File: src/rtl/csr_pkg.sv
// Shared CSR definitions: addresses, op encodings, FSM states and WARL masks.
package csr_pkg;

  localparam logic [11:0] CSR_MISA      = 12'h301;
  localparam logic [11:0] CSR_MVENDORID = 12'hF11;
  localparam logic [11:0] CSR_MARCHID   = 12'hF12;
  localparam logic [11:0] CSR_MIMPID    = 12'hF13;
  localparam logic [11:0] CSR_MHARTID   = 12'hF14;
  localparam logic [11:0] CSR_MTVEC     = 12'h305;
  localparam logic [11:0] CSR_MEPC      = 12'h341;
  localparam logic [11:0] CSR_MSCRATCH  = 12'h340;
  localparam logic [11:0] CSR_MCYCLE    = 12'hB00;

  localparam logic [1:0] CSR_RW = 2'b01;
  localparam logic [1:0] CSR_RS = 2'b10;
  localparam logic [1:0] CSR_RC = 2'b11;

  typedef enum logic [1:0] {
    ST_IDLE  = 2'd0,
    ST_READ  = 2'd1,
    ST_WRITE = 2'd2,
    ST_RESP  = 2'd3
  } csr_state_e;

  localparam logic [63:0] MTVEC_WARL    = 64'hFFFF_FFFF_FFFF_FFFD;
  localparam logic [63:0] MEPC_WARL     = 64'hFFFF_FFFF_FFFF_FFFE;
  localparam logic [63:0] MSCRATCH_WARL = 64'hFFFF_FFFF_FFFF_FFFF;

  function automatic logic [63:0] csr_new_val(input logic [1:0] op,
                                              input logic [63:0] old,
                                              input logic [63:0] wdata);
    case (op)
      CSR_RW:  csr_new_val = wdata;
      CSR_RS:  csr_new_val = old | wdata;
      CSR_RC:  csr_new_val = old & ~wdata;
      default: csr_new_val = old;
    endcase
  endfunction

endpackage

File: src/rtl/csr_cycle_cnt.sv
// Free-running 64-bit cycle counter; a load overrides the increment for that cycle.
// Count wraps to zero after all-ones; no backpressure.
module csr_cycle_cnt (
  input  logic        clk,
  input  logic        rst,
  input  logic        load,
  input  logic [63:0] load_val,
  output logic [63:0] count
);

  always_ff @(posedge clk or posedge rst) begin
    if (rst)       count <= 64'd0;
    else if (load) count <= load_val;
    else           count <= count + 64'd1;
  end

endmodule

File: src/rtl/csr_rw_unit.sv
// Machine CSR read-modify-write unit: IDLE->READ->WRITE->RESP, response 3 cycles after accept.
// req_ready only in IDLE; response held stable until rsp_ready.
module csr_rw_unit
  import csr_pkg::*;
(
  input  logic        clk,
  input  logic        rst,
  input  logic        req_valid,
  output logic        req_ready,
  input  logic [11:0] req_addr,
  input  logic [1:0]  req_op,
  input  logic [63:0] req_wdata,
  input  logic        req_src_zero,
  output logic        rsp_valid,
  input  logic        rsp_ready,
  output logic [63:0] rsp_rdata,
  output logic        rsp_illegal,
  input  logic [63:0] misa,
  input  logic [63:0] mvendorid,
  input  logic [63:0] marchid,
  input  logic [63:0] mimpid,
  input  logic [63:0] mhartid,
  output logic [63:0] mtvec_o,
  output logic [63:0] mepc_o,
  output logic [63:0] mscratch_o,
  output logic [63:0] mcycle_o
);

  csr_state_e  state;
  logic [11:0] addr_q;
  logic [1:0]  op_q;
  logic [63:0] wdata_q;
  logic        src_zero_q;
  logic [63:0] old_val;
  logic        hit;
  logic        write_en;
  logic        illegal_c;
  logic        commit;
  logic [63:0] new_val;

  assign req_ready = (state == ST_IDLE);
  assign rsp_valid = (state == ST_RESP);

  always_comb begin
    old_val = 64'd0;
    hit     = 1'b1;
    case (addr_q)
      CSR_MISA:      old_val = misa;
      CSR_MVENDORID: old_val = mvendorid;
      CSR_MARCHID:   old_val = marchid;
      CSR_MIMPID:    old_val = mimpid;
      CSR_MHARTID:   old_val = mhartid;
      CSR_MTVEC:     old_val = mtvec_o;
      CSR_MEPC:      old_val = mepc_o;
      CSR_MSCRATCH:  old_val = mscratch_o;
      CSR_MCYCLE:    old_val = mcycle_o;
      default:       hit     = 1'b0;
    endcase
  end

  assign write_en  = (op_q == CSR_RW) ||
                     (((op_q == CSR_RS) || (op_q == CSR_RC)) && !src_zero_q);
  assign illegal_c = !hit || (op_q == 2'b00) || (write_en && (addr_q[11:10] == 2'b11));

  // rsp_rdata holds the old value captured in READ, so it doubles as the RMW operand.
  assign new_val = csr_new_val(op_q, rsp_rdata, wdata_q);
  assign commit  = (state == ST_WRITE) && write_en && !rsp_illegal;

  always_ff @(posedge clk or posedge rst) begin
    if (rst) begin
      state       <= ST_IDLE;
      addr_q      <= 12'd0;
      op_q        <= 2'b00;
      wdata_q     <= 64'd0;
      src_zero_q  <= 1'b0;
      rsp_rdata   <= 64'd0;
      rsp_illegal <= 1'b0;
    end else begin
      case (state)
        ST_IDLE: begin
          if (req_valid) begin
            addr_q     <= req_addr;
            op_q       <= req_op;
            wdata_q    <= req_wdata;
            src_zero_q <= req_src_zero;
            state      <= ST_READ;
          end
        end
        ST_READ: begin
          rsp_rdata   <= old_val;
          rsp_illegal <= illegal_c;
          state       <= ST_WRITE;
        end
        ST_WRITE: state <= ST_RESP;
        ST_RESP:  if (rsp_ready) state <= ST_IDLE;
        default:  state <= ST_IDLE;
      endcase
    end
  end

  // misa writes are legal but have no storage, so they fall through the case.
  always_ff @(posedge clk or posedge rst) begin
    if (rst) begin
      mtvec_o    <= 64'd0;
      mepc_o     <= 64'd0;
      mscratch_o <= 64'd0;
    end else if (commit) begin
      case (addr_q)
        CSR_MTVEC:    mtvec_o    <= new_val & MTVEC_WARL;
        CSR_MEPC:     mepc_o     <= new_val & MEPC_WARL;
        CSR_MSCRATCH: mscratch_o <= new_val & MSCRATCH_WARL;
        default: ;
      endcase
    end
  end

  csr_cycle_cnt u_mcycle (
    .clk      (clk),
    .rst      (rst),
    .load     (commit && (addr_q == CSR_MCYCLE)),
    .load_val (new_val),
    .count    (mcycle_o)
  );

endmodule
File: config.mk
export PLATFORM = sky130hd
export DESIGN_NAME = csr_rw_unit
export DESIGN_NICKNAME = d
export VERILOG_FILES = /design/src/rtl/csr_pkg.sv /design/src/rtl/csr_cycle_cnt.sv /design/src/rtl/csr_rw_unit.sv
export SDC_FILE = /design/constraint.sdc
export NUM_CORES = 1
export LEC_CHECK = 0
export ABC_AREA = 1
export BUFFER_PORTS_ARGS = -buffer_cell sky130_fd_sc_hd__buf_4
export CORE_AREA = 2 2 279 281
export DETAILED_ROUTE_END_ITERATION = 7
export DIE_AREA = 0 0 281 283
export PLACE_DENSITY_LB_ADDON = 0.05
export SETUP_SLACK_MARGIN = 0.02
export SLEW_MARGIN = 20
export SYNTH_ARGS = -nofsm -noshare
export SYNTH_HDL_FRONTEND = slang
export SYNTH_SLANG_ARGS = --single-unit
File: constraint.sdc
create_clock -name clk -period 12.4 [get_ports clk]
set_clock_uncertainty 0.2 [all_clocks]
set_input_delay 0.62 -clock clk [delete_from_list [all_inputs] [get_ports clk]]
set_output_delay 0.62 -clock clk [all_outputs]
set_load 0.005 [all_outputs]
After elaboration in Yosys (flattened, before gate mapping)
Index checks and enable logic that the tools add are counted.
{"block": "classes", "n_addsub": 1, "n_eq_ne": 18, "n_reduce_logical": 20, "muxes": 7, "n_bitwise": 3}
{"operator": "64-bit case mux with 9 select lines", "n": 1}
{"operator": "64-bit case mux with 3 select lines", "n": 1}
{"operator": "64-bit by 1-bit adder with 64-bit output, second input constant", "n": 1}
{"operator": "64-bit bitwise AND", "n": 1}
{"operator": "64-bit 2-to-1 mux", "n": 1}
{"operator": "64-bit inverter", "n": 1}
{"operator": "64-bit OR", "n": 1}
{"operator": "12-bit equality test, second input constant", "n": 5}
{"operator": "12-bit by 10-bit equality test with 1-bit output, second input constant", "n": 4}
{"operator": "2-bit equality test, second input constant", "n": 5}
{"operator": "2-bit AND reduction", "n": 5}
{"operator": "9-bit OR reduction", "n": 1}
{"operator": "2-bit case mux with 4 select lines", "n": 1}
{"operator": "1-bit logical AND", "n": 5}
{"operator": "2-bit by 1-bit equality test with 1-bit output, second input constant", "n": 2}
{"operator": "2-bit logical NOT", "n": 2}
{"operator": "1-bit logical OR", "n": 4}
{"operator": "2-bit 2-to-1 mux", "n": 2}
{"operator": "1-bit logical NOT", "n": 3}
{"operator": "2-bit by 1-bit != test with 1-bit output, second input constant", "n": 1}
{"operator": "2-bit != test, second input constant", "n": 1}
{"operator": "1-bit 2-to-1 mux", "n": 1}
{"block": "word_totals", "ff_bits": 400, "input_bits": 403}

Logic depth before layout (Yosys ltp)
{"block": "depth", "word_depth": 8, "depth_mapped": 12, "ltp_nobuf": 12}

Modules after synthesis
A second synthesis with hierarchy kept.
{"block": "unflattened", "cells_unflattened": 3413, "area_unflattened_um2": 23787.8}
{"module": "csr_rw_unit", "instances": 1, "cells_per_inst": 2749, "area_per_inst_um2": 19404.9}
{"module": "csr_cycle_cnt", "instances": 1, "cells_per_inst": 664, "area_per_inst_um2": 4383.0}

Worst setup path before layout
OpenSTA, ideal clock, no wires.
{"block": "synth_timing", "kind": "register to register", "startpoint": "reg u_mcycle.count[0]", "endpoint": "reg u_mcycle.count[42]", "path_slack_ps": 10423, "t_arrival_ps": 1659, "period_less_slack_ps": 1977, "stages_incl_launch_ff": 11, "path_cell_list": "dfrtp_1 ha_1 nand2_1 nor2_2 nand3_1 nor2_1 nand2_1 nor2_1 nand2_1 nand3_1 nand2_1"}
{"block": "synth_via", "elab_chain_len": 2}
{"item": "start: declaration", "line": "csr_cycle_cnt.sv:8", "text": "output logic [63:0] count"}
{"item": "start signal: assignment", "line": "csr_cycle_cnt.sv:13", "text": "else if (load) count <= load_val;"}
{"item": "start signal: assignment", "line": "csr_cycle_cnt.sv:14", "text": "else count <= count + 64'd1;"}
{"item": "64-bit by 1-bit adder with 64-bit output", "line": "csr_cycle_cnt.sv:14"}
{"item": "64-bit 2-to-1 mux", "line": "csr_cycle_cnt.sv:13"}
No other way between the ends.
A chain may end at the register's enable or synchronous reset.

Final worst setup path
{"block": "layout_timing", "startpoint": "reg op_q[1]", "endpoint": "reg u_mcycle.count[39]"}
{"block": "layout_via", "elab_chain_len": 8}
{"item": "start: declaration", "line": "csr_rw_unit.sv:31", "text": "logic [1:0] op_q;"}
{"item": "start signal: assignment", "line": "csr_rw_unit.sv:83", "text": "op_q <= req_op;"}
{"item": "2-bit equality test", "line": "csr_pkg.sv:32, csr_rw_unit.sv:62"}
{"item": "1-bit logical OR", "line": "csr_rw_unit.sv:62", "text": "(((op_q == CSR_RS) || (op_q == CSR_RC)) && !src_zero_q);"}
{"item": "1-bit logical AND", "line": "csr_rw_unit.sv:62"}
{"item": "1-bit logical OR", "line": "csr_rw_unit.sv:61", "text": "assign write_en = (op_q == CSR_RW) ||"}
{"item": "1-bit logical AND (2 in series)", "line": "csr_rw_unit.sv:67", "text": "assign commit = (state == ST_WRITE) && write_en && !rsp_illegal;"}
{"item": "1-bit logical AND", "line": "csr_rw_unit.sv:120", "text": ".load (commit && (addr_q == CSR_MCYCLE)),"}
{"item": "64-bit 2-to-1 mux (*)", "line": "csr_cycle_cnt.sv:13"}
Mark *: on every way between the ends. The rest lies on a longest branch, timed or not.

==> summary.txt <==
Status
  – Status: completed

Cells and area
  – Layout fillers: 8388
  – Fin nets: 4420
  – Ratio of cells with drive above 1 in the final layout: 0.218
  – Layout area overhead: 33.3%

Die
  – Die Y: 283 um
  – Full die area: 79500 sq um
  – Core area: 76700 sq um
  – Die X: 281 um
  – Standard-cell row count: 102
  – Starting density of the core: 0.307
  – Top Ports: 726

Timing
  – Fin Hold WS: 53.6 ps
  – Post-route setup TNS: 0 ps
  – Fin. max-slew vios: 0
  – Hold Fails Final Rpt: 0
  – Worst-Margin Slew: 1060 ps
  – RSZ-0062 raised after global routing: no
  – Max Fclk: 0.237 GHz
  – Period utilization: 0.340
  – Relative slew slack: 0.294
  – Final Worst Setup Slack: 8180 ps
  – Setup-failing EPs final: 0
  – Final min period: 4220 ps

Min path
  – Worst hold endpoint: addr_q[8]
  – Min-Delay Path Class: input port to register
  – Hold Startpoint: req_addr[8]
  – Hold path depth: 2

Synth
  – Synth Cell Area: 23500 sq um
  – Synth Warn #: 0
  – Yosys top cell by area: dfrtp_1
  – Post-synthesis async set-or-reset flop share: 1.00
  – Primary FF master, synth: dfrtp_1
  – Synth top cells by count: nand2_1 (1006), nand3_1 (459), dfrtp_1 (400), nor2_1 (343), inv_1 (313)
  – Register area share after synthesis: 0.425
  – Distinct cells, synth: 36
  – Synth Instances: 3423
  – Avg Inst Size Synth: 6.88 sq um
  – Synth area leaders: dfrtp_1 (43%), nand2_1 (16%), nand3_1 (9.8%)
  – EDFF count, synth: 0
  – Number of synthesized register bits: 400
  – Count leader, synth: nand2_1
  – Post-synth top area share: 0.425

Place
  – Dpl hpwl: 98500 um
  – Post-Place Worst Slack: 8530 ps
  – Port buffer count: 723
  – Gp weighted congestion: 0.928

CTS
  – Clk buf depth: 3
  – Clock-pin transition on the worst setup and hold timing paths: 70 ps
  – Post-CTS setup buffer count: 0
  – CTS Buf Count: 49
  – CTS Sinks: 400
  – CTS tree: built
  – Clock Latency Late Sink: 610 ps
  – CTS Root Cell: clkbuf_16
  – CTS H-tree lvls: 2

Routing
  – # DRC: 0
  – Avg WL per Cell: 25.4 um
  – Routed WL: 130000 um
  – First-iteration detailed-routing DRC count: 2095
  – Routed vias: 26000
  – Pre-antenna DRT Iters: 6
  – Remaining antenna violation count after routing: 0
  – Vias/cell: 5.11

Worst setup path
  – Crit path kind: register to register
  – Worst reg2reg path depth: 9
  – Worst Path Required: 12750 ps
  – CP Max Fanout: 64
  – CP endpoint kind: register
  – R2R Path Start: op_q[1]
  – Crit path launch type: register
  – R2R Path End: u_mcycle.count[39]
  – R2r setup slk: 8180 ps
  – Worst EP arrival: 4570 ps

GRT
  – GR Util All Layers: 0.316
  – Vias in the first global route: 25000
  – Global route hottest layer: met2
  – Grt met2 use: 0.553
  – Initial antenna violation count: 8
  – First-pass GRT wire length: 183000 um
  – Remaining Overflow, GRT: 0
  – Met3 Usage GRT: 0.0626
  – Largest net degree at the start of global routing: 136
  – Met1 Use GR: 0.386

Pwr
  – Leak: 16.3 nW
  – Worst vdd ir: 0.107 mV
  – Pwr dens: 140 nW/um^2

Flow run
  – Max-Cap Viols: 0
-- routing by layer --
| layer | vias to the layer above | wire length [um] |
|---|---|---|
| met3 | 147 | 8990 |
| met4 | 0 | 4680 |
| li1 | 12300 | - |
| met2 | 922 | 64800 |
| met1 | 12600 | 51100 |
| met5 | - | 0 |
-- placed cells by master, fill, tap and decap left out, types with 7 or more instances in the layout --
cell,synthesis,layout
nand2_1,1006,1005
nor2_4,1,8
nand3b_1,15,15
buf_4,3,755
o32ai_1,27,27
clkbuf_1,121,10
a21oi_1,75,75
o21ai_0,257,257
nor3_1,13,12
clkbuf_16,0,49
nand4_1,137,137
o21ai_1,72,72
xor2_1,16,16
clkinv_2,0,10
clkbuf_8,0,15
mux2_2,7,7
xnor2_1,20,20
nand3_1,459,458
inv_1,313,311
nor2_1,343,339
dfrtp_1,400,399
-- cell families after synthesis --
logic type	synth area share
other	0.000159
buffers and inverters	0.0928
AO/OA/AOI/OAI	0.0995
AND/OR/NAND/NOR	0.363
flip-flops	0.425
multiplexers	0.00335
adder cells (fa/ha/maj)	0.00266
XOR/XNOR	0.0134
-- worst max-delay path: stages, from the launching register on --
cell and delay (ps):
dfrtp_2 830, buf_4 510, nor2_1 130, inv_1 70, nand4_1 260, nor2_2 180, buf_4 440, clkinv_2 820
or2_2 570, nand2_1 70
-- sequential cells by signal, indices dropped and copies added (netlist names) --
| register | flops |
|---|---|
| addr_q | 12 |
| mepc_o | 63 |
| mscratch_o | 64 |
| mtvec_o | 63 |
| op_q | 2 |
| rsp_illegal | 1 |
| rsp_rdata | 64 |
| src_zero_q | 1 |
| state | 2 |
| u_mcycle.count | 64 |
| wdata_q | 64 |
-- how the worst max path moves through the flow --
stage | startpoint | end | depth (start not counted)
2_1_floorplan | rst | addr_q[0] | 1
3_5_place_dp | op_q[1] | u_mcycle.count[39] | 9
6_report | op_q[1] | u_mcycle.count[39] | 9
3_3_place_gp | op_q[1] | mtvec_o[58] | 9
5_1_grt | op_q[1] | u_mcycle.count[39] | 9
4_1_cts | op_q[1] | u_mcycle.count[39] | 9
-- where the power goes --
group	internal [mW]	switching [mW]	leakage, nW	total (mW)
Sequential	1.43	0.0944	5.31	1.52
Clock	0.905	0.627	0.843	1.53
Combinational	0.318	1.03	10.1	1.35
Total	2.65	1.75	16.3	4.40
-- per-stage QoR --
step           area [sq um]   util  std cells  power, mW
3_5_place_dp          29600  0.386       4998       2.88
4_1_cts               31300  0.409       5091       4.41
5_1_grt               31400  0.409       5097       4.59
6_report              31400  0.409       5097       4.40
3_3_place_gp          29600  0.386       4998       2.88
2_1_floorplan         23600      -       3424       2.27
-- area by class of cell --
class | instances | area, sq um | area share
Inverter | 317 | 1200 | 0.0382
Antenna cell | 4 | 10.0 | 0.000319
Timing Repair Buffer | 759 | 5750 | 0.183
Multi-Input combinational cell | 2485 | 11400 | 0.364
Clock inverter | 18 | 220 | 0.00701
Clock buffer | 74 | 1470 | 0.0468
Tap cell | 1040 | 1300 | 0.0415
Sequential cell | 400 | 10000 | 0.319
-- timing repair --
action / CTS / global route
hold endpoints to repair: 90 / 0
endpoints found under the setup margin: 0 / 0
hold buffers: 1 / 0
gates resized for setup: 0 / 0
No activity file was read; power rests on OpenSTA's default activity.
